[config.mk]
export PLATFORM = sky130hd
export DESIGN_NAME = serial_adder_ctrl_flat
export DESIGN_NICKNAME = d
export VERILOG_FILES = /design/src/rtl/serial_adder_ctrl_if.sv /design/src/rtl/serial_adder_ctrl.sv /design/src/flat_wrapper.sv
export SDC_FILE = /design/constraint.sdc
export NUM_CORES = 1
export LEC_CHECK = 0
export ABC_AREA = 1
export BUFFER_PORTS_ARGS = -buffer_cell sky130_fd_sc_hd__buf_2
export CAP_MARGIN = 5
export CELL_PAD_IN_SITES_DETAIL_PLACEMENT = 1
export CELL_PAD_IN_SITES_GLOBAL_PLACEMENT = 1
export CORE_MARGIN = 2
export CORE_UTILIZATION = 25
export CTS_CLUSTER_SIZE = 8
export DETAILED_ROUTE_END_ITERATION = 16
export PLACE_DENSITY = 0.64
export SLEW_MARGIN = 10
export SYNTH_ARGS = -nofsm -noshare
export SYNTH_HDL_FRONTEND = slang
export SYNTH_HIERARCHICAL = 1
export SYNTH_SLANG_ARGS = --single-unit
[constraint.sdc]
create_clock -name clk -period 1.6 [get_ports clk]
set_input_delay 0.08 -clock clk [delete_from_list [all_inputs] [get_ports clk]]
set_output_delay 0.08 -clock clk [all_outputs]
set_load 0.02 [all_outputs]
[src/rtl/serial_adder_ctrl_if.sv]
// serial_adder_ctrl_if: operand/result valid-ready channels of the serial adder
interface serial_adder_ctrl_if #(parameter int WIDTH = 8);
  logic in_valid, in_ready, cin, out_valid, out_ready, cout, overflow;
  logic [WIDTH-1:0] a, b, sum;
  modport master (output in_valid, a, b, cin, out_ready, input in_ready, out_valid, sum, cout, overflow);
  modport slave (input in_valid, a, b, cin, out_ready, output in_ready, out_valid, sum, cout, overflow);
endinterface

[src/rtl/serial_adder_ctrl.sv]
// serial_adder_ctrl: bit-serial adder time-sharing one full adder, LSB first, WIDTH cycles per add
module full_adder (
  input  logic x,
  input  logic y,
  input  logic ci,
  output logic s,
  output logic co
);
  assign s = x ^ y ^ ci;
  assign co = (x & y) | (ci & (x ^ y));
endmodule

module serial_adder_ctrl #(parameter int WIDTH = 8) (
  input  logic clk,
  input  logic rst_n,
  serial_adder_ctrl_if.slave bus,
  output logic busy
);
  localparam int CW = $clog2(WIDTH);
  localparam logic [CW-1:0] LAST = CW'(WIDTH - 1);
  typedef enum logic [1:0] {IDLE, RUN, DONE} state_t;
  state_t state;
  logic [WIDTH-1:0] sa, sb, r, sum_q;
  logic [CW-1:0] cnt;
  logic c, fa_s, fa_co, cout_q, ovf_q;
  full_adder u_fa (.x(sa[0]), .y(sb[0]), .ci(c), .s(fa_s), .co(fa_co));
  assign bus.in_ready = state == IDLE;
  assign bus.out_valid = state == DONE;
  assign busy = state != IDLE;
  assign bus.sum = sum_q;
  assign bus.cout = cout_q;
  assign bus.overflow = ovf_q;
  // on the last bit, c still holds the carry into the MSB
  always_ff @(posedge clk or negedge rst_n)
    if (!rst_n) begin
      state <= IDLE;
      sa <= '0;
      sb <= '0;
      r <= '0;
      sum_q <= '0;
      cnt <= '0;
      c <= 1'b0;
      cout_q <= 1'b0;
      ovf_q <= 1'b0;
    end else
      case (state)
        IDLE: if (bus.in_valid) begin
          sa <= bus.a;
          sb <= bus.b;
          c <= bus.cin;
          cnt <= '0;
          state <= RUN;
        end
        RUN: begin
          r <= {fa_s, r[WIDTH-1:1]};
          sa <= sa >> 1;
          sb <= sb >> 1;
          c <= fa_co;
          cnt <= cnt == LAST ? cnt : cnt + 1'b1;
          if (cnt == LAST) begin
            sum_q <= {fa_s, r[WIDTH-1:1]};
            cout_q <= fa_co;
            ovf_q <= c ^ fa_co;
            state <= DONE;
          end
        end
        DONE: if (bus.out_ready) state <= IDLE;
        default: state <= IDLE;
      endcase
endmodule

[src/flat_wrapper.sv]
// flat-port wrapper written by rule: the top's interface ports become plain ports
module serial_adder_ctrl_flat 
#(parameter int WIDTH = 8)
  (clk, rst_n, busy, bus_in_valid, bus_a, bus_b, bus_cin, bus_out_ready, bus_in_ready, bus_out_valid, bus_sum, bus_cout, bus_overflow);
  serial_adder_ctrl_if #(.WIDTH(WIDTH)) bus_i ();
  input  logic clk;
  input  logic rst_n;
  output logic busy;
  input wire logic [$bits(bus_i.in_valid)-1:0] bus_in_valid;
  input wire logic [$bits(bus_i.a)-1:0] bus_a;
  input wire logic [$bits(bus_i.b)-1:0] bus_b;
  input wire logic [$bits(bus_i.cin)-1:0] bus_cin;
  input wire logic [$bits(bus_i.out_ready)-1:0] bus_out_ready;
  output wire logic [$bits(bus_i.in_ready)-1:0] bus_in_ready;
  output wire logic [$bits(bus_i.out_valid)-1:0] bus_out_valid;
  output wire logic [$bits(bus_i.sum)-1:0] bus_sum;
  output wire logic [$bits(bus_i.cout)-1:0] bus_cout;
  output wire logic [$bits(bus_i.overflow)-1:0] bus_overflow;
  assign bus_i.in_valid = bus_in_valid;
  assign bus_i.a = bus_a;
  assign bus_i.b = bus_b;
  assign bus_i.cin = bus_cin;
  assign bus_i.out_ready = bus_out_ready;
  assign bus_in_ready = bus_i.in_ready;
  assign bus_out_valid = bus_i.out_valid;
  assign bus_sum = bus_i.sum;
  assign bus_cout = bus_i.cout;
  assign bus_overflow = bus_i.overflow;
  serial_adder_ctrl #(.WIDTH(WIDTH)) u_core (.clk(clk), .rst_n(rst_n), .bus(bus_i), .busy(busy));
endmodule
==> run_results.csv <==
group,metric,value,unit
worst_hold_path,hold_class,"in2reg",
drt,routed_via_density,4.18,
critical_path,path_delay_family,"adder cells",
synthesis,synth_top_family_by_area,"simple AND/OR/NAND/NOR gates",
finish,postLayoutCellArea,2200,um2
synthesis,yosysSeqAreaShare,54.4,%
drt,first_pass_iters,4,
global_routing,first_global_vias,1573,
synthesis,yosysMostFrequentCell,"nand2_1",
finish,drive_gt1_share,21.2,%
timing,worstMarginPinSlew,0.496,ns
critical_path,crit_buf_inv,0,
finish,syn_to_final_growth,22.7,%
synthesis,synth-xor-area-share,0.488,%
drt,antenna_left,0,
drt,wire_per_inst,11.7,um
flow_run,max-cap-violations,0,
global_routing,grt_pass1_wl,7.27,mm
synthesis,yosys_most_used_dff,"dfrtp_1",
timing,finalCriticalPeriod,1.44,ns
drt,drc,0,
synthesis,synthAdderAreaFrac,2.51,%
clocking,cts_sinks,39,
finish,n_antenna_cell,0,
critical_path,path_common_cell,"ha_1",
critical_path,arrival,1.65,ns
floorplanning,rows,30,
timing,max_freq,697,MHz
drt,vias,1489,
power,power_density,1980,nW/um2
clocking,tritoncts,"built",
place,io_buffers,33,
critical_path,critPathKind,"reg2reg",
clocking,clkTransAtPathRegs,0.08,ns
drt,wl,4.18,mm
timing,worst_slack,0.164,ns
timing,finalClockSkew,0.00775,ns
synthesis,async_flop_share,100,%
clocking,cts_resized,0,
clocking,clk_latency,0.30,ns
timing,hold_viol,0,
global_routing,grt_max_degree,40,
finish,n_fill_cell,857,
synthesis,synthMuxAreaShare,0,%
drt,drt_iter0_drc,37,
timing,finalCritPeriodShare,89.7,%
floorplanning,die-width,88.7,um
critical_path,crit_slowest_cell,"dfrtp_1",
finish,fin_nets,283,
synthesis,synth_area_leaders,"dfrtp_1 54%, nand2_1 23%, nand3_1 5.6%",
critical_path,critical-path-max-stage-delay,0.40,ns
synthesis,netlist_instances,219,
clocking,root_buffer,"clkbuf_8",
timing,rsz0062_at_grt,"false",
synthesis,synth_area_leader_cell,"dfrtp_1",
critical_path,end_kind,"register",
floorplanning,fp.dieH,88.7,um
synthesis,yosysTopAreaCellShare,54.4,%
synthesis,synth_nets,243,
global_routing,grtUsageTotal,12.0,%
synthesis,ys_ff_latch,39,
floorplanning,die-area,7870,um2
place,dpl_cell_area,2070,um2
clocking,cts.path.max_buffers,2,
power,finalPower,4.37,mW
floorplanning,core,6870,um2
synthesis,synthSimpleGateAreaFrac,31.1,%
power,leakagePower,1.21,nW
global_routing,antenna_found_initial,0,
critical_path,crit_path_cell_trace,"ha_1, ha_1, nand2_2, nand2_1, o21ai_1",
critical_path,worstPathRequired,1.82,ns
place,dp.final_hpwl,2.92,mm
timing,finalMaxSlewViolations,0,
synthesis,avgSynthCellArea,8.19,um2
global_routing,overflow,0,
timing,slew-limit-headroom,66.9,%
outcome,status,"finished clean",
synthesis,ys_warn_count,6,
clocking,numCtsBuffers,5,
timing,tns,0,ns
place,gp_congestion,0.650,
floorplanning,io_pins,34,
synthesis,netlist_area,1790,um2
critical_path,start_kind,"register",
synthesis,synth_compound_area_share,5.23,%
critical_path,critPathMaxFanout,18,
power,peakVddDrop,0.000541,V
floorplanning,start_util,26.1,%
synthesis,yosysUniqueCellTypes,18,
synthesis,synth-edff-count,0,
clocking,cts_max_level,2,
timing,setup_violations,0,
place,place_ws,0.191,ns
synthesis,synth_common_cells,"111 x nand2_1, 39 x dfrtp_1, 20 x nand3_1",
-- kinds of logic after synthesis --
kind of cell,Yosys count
simple gates,138
flops,39
xor+xnor,1
buf+inv,22
compound gates,16
fa+ha+maj,3
-- layout by cell type (no fill, tap or decap), drive strengths merged --
cell	synthesis	routed
buf	9	40
bufinv	0	1
clkbuf	0	5
clkinv	0	2
dfrtp	39	39
dlygate4sd3	0	2
fa	1	1
ha	2	2
inv	13	13
nand2	113	113
nand3	20	20
nor2	5	5
o21ai	15	15
o31ai	1	1
xor2	1	1
-- what timing repair did --
| item | CTS | global route |
|---|---|---|
| buffers inserted | 0 | 0 |
| hold endpoints to repair | 40 | 0 |
| hold buffers | 2 | 0 |
-- final cells by class --
type	count	area, um2	share of cell area [%]
tap	96	120	5.46
clock inverter	3	43.8	1.99
multi-input combinational	158	706	32.1
timing repair buffer	42	238	10.8
inverter	13	48.8	2.22
sequential	39	976	44.3
clock buffer	5	68.8	3.13
-- metrics by stage --
| step | instances | util (%) | hold WS (ns) |
|---|---|---|---|
| after floorplan | 219 | - | -0.216 |
| after global placement | 346 | 30.1 | 0.173 |
| after detailed placement | 346 | 30.1 | 0.174 |
| after CTS | 356 | 32.0 | 0.00785 |
| after global routing | 356 | 32.0 | 0.0304 |
| final | 356 | 32.0 | 0.0170 |
-- worst reg2reg max path, stage by stage, from the launching register on --
cell and delay [ns]:
dfrtp_1 0.40, ha_1 0.20, ha_1 0.24, nand2_2 0.30, nand2_1 0.11, o21ai_1 0.11
-- metal layers --
metal | track usage (%) | vias up | wire [um]
met4 | 4.13 | 0 | 42
li1 | - | 759 | -
met3 | 3.26 | 5 | 212
met1 | 16.7 | 693 | 2150
met2 | 18.0 | 32 | 1770
met5 | 0 | - | 0
-- path summary, 6_finish.rpt --
check	startpoint	to	slack, ns	cells past startpoint
worst max-delay path	u_core/cnt[0]$_DFFE_PN0P_	u_core/bus.sum[4]$_DFFE_PN0P_	0.16	5
worst min-delay path	bus_b[7]	u_core/sb[7]$_DFFE_PN0P_	0.02	3
worst max register to register	u_core/cnt[0]$_DFFE_PN0P_	u_core/bus.sum[4]$_DFFE_PN0P_	0.16	5
worst min register to register	u_core/bus.cout$_DFFE_PN0P_	u_core/bus.cout$_DFFE_PN0P_	0.48	2
max in group asynchronous	rst_n	u_core/sb[3]$_DFFE_PN0P_	0.88	3
min in group asynchronous	rst_n	u_core/bus.sum[5]$_DFFE_PN0P_	0.37	3
-- state kept, by name, summed over array words and instances, names as in the netlist --
signal               count
u_core/bus.sum           8
u_core/sa                8
u_core/sb                8
u_core/r                 7
u_core/cnt               3
u_core/state             2
u_core/bus.cout          1
u_core/bus.overflow      1
u_core/c                 1
-- power breakdown --
part	total, mW	internal [mW]	leakage [nW]	switching [mW]
Combinational	1.86	0.664	0.653	1.20
Sequential	1.66	1.41	0.498	0.253
Clock	0.839	0.465	0.0581	0.375
Total	4.37	2.54	1.21	1.83
No activity file was read; power rests on OpenSTA's default activity.
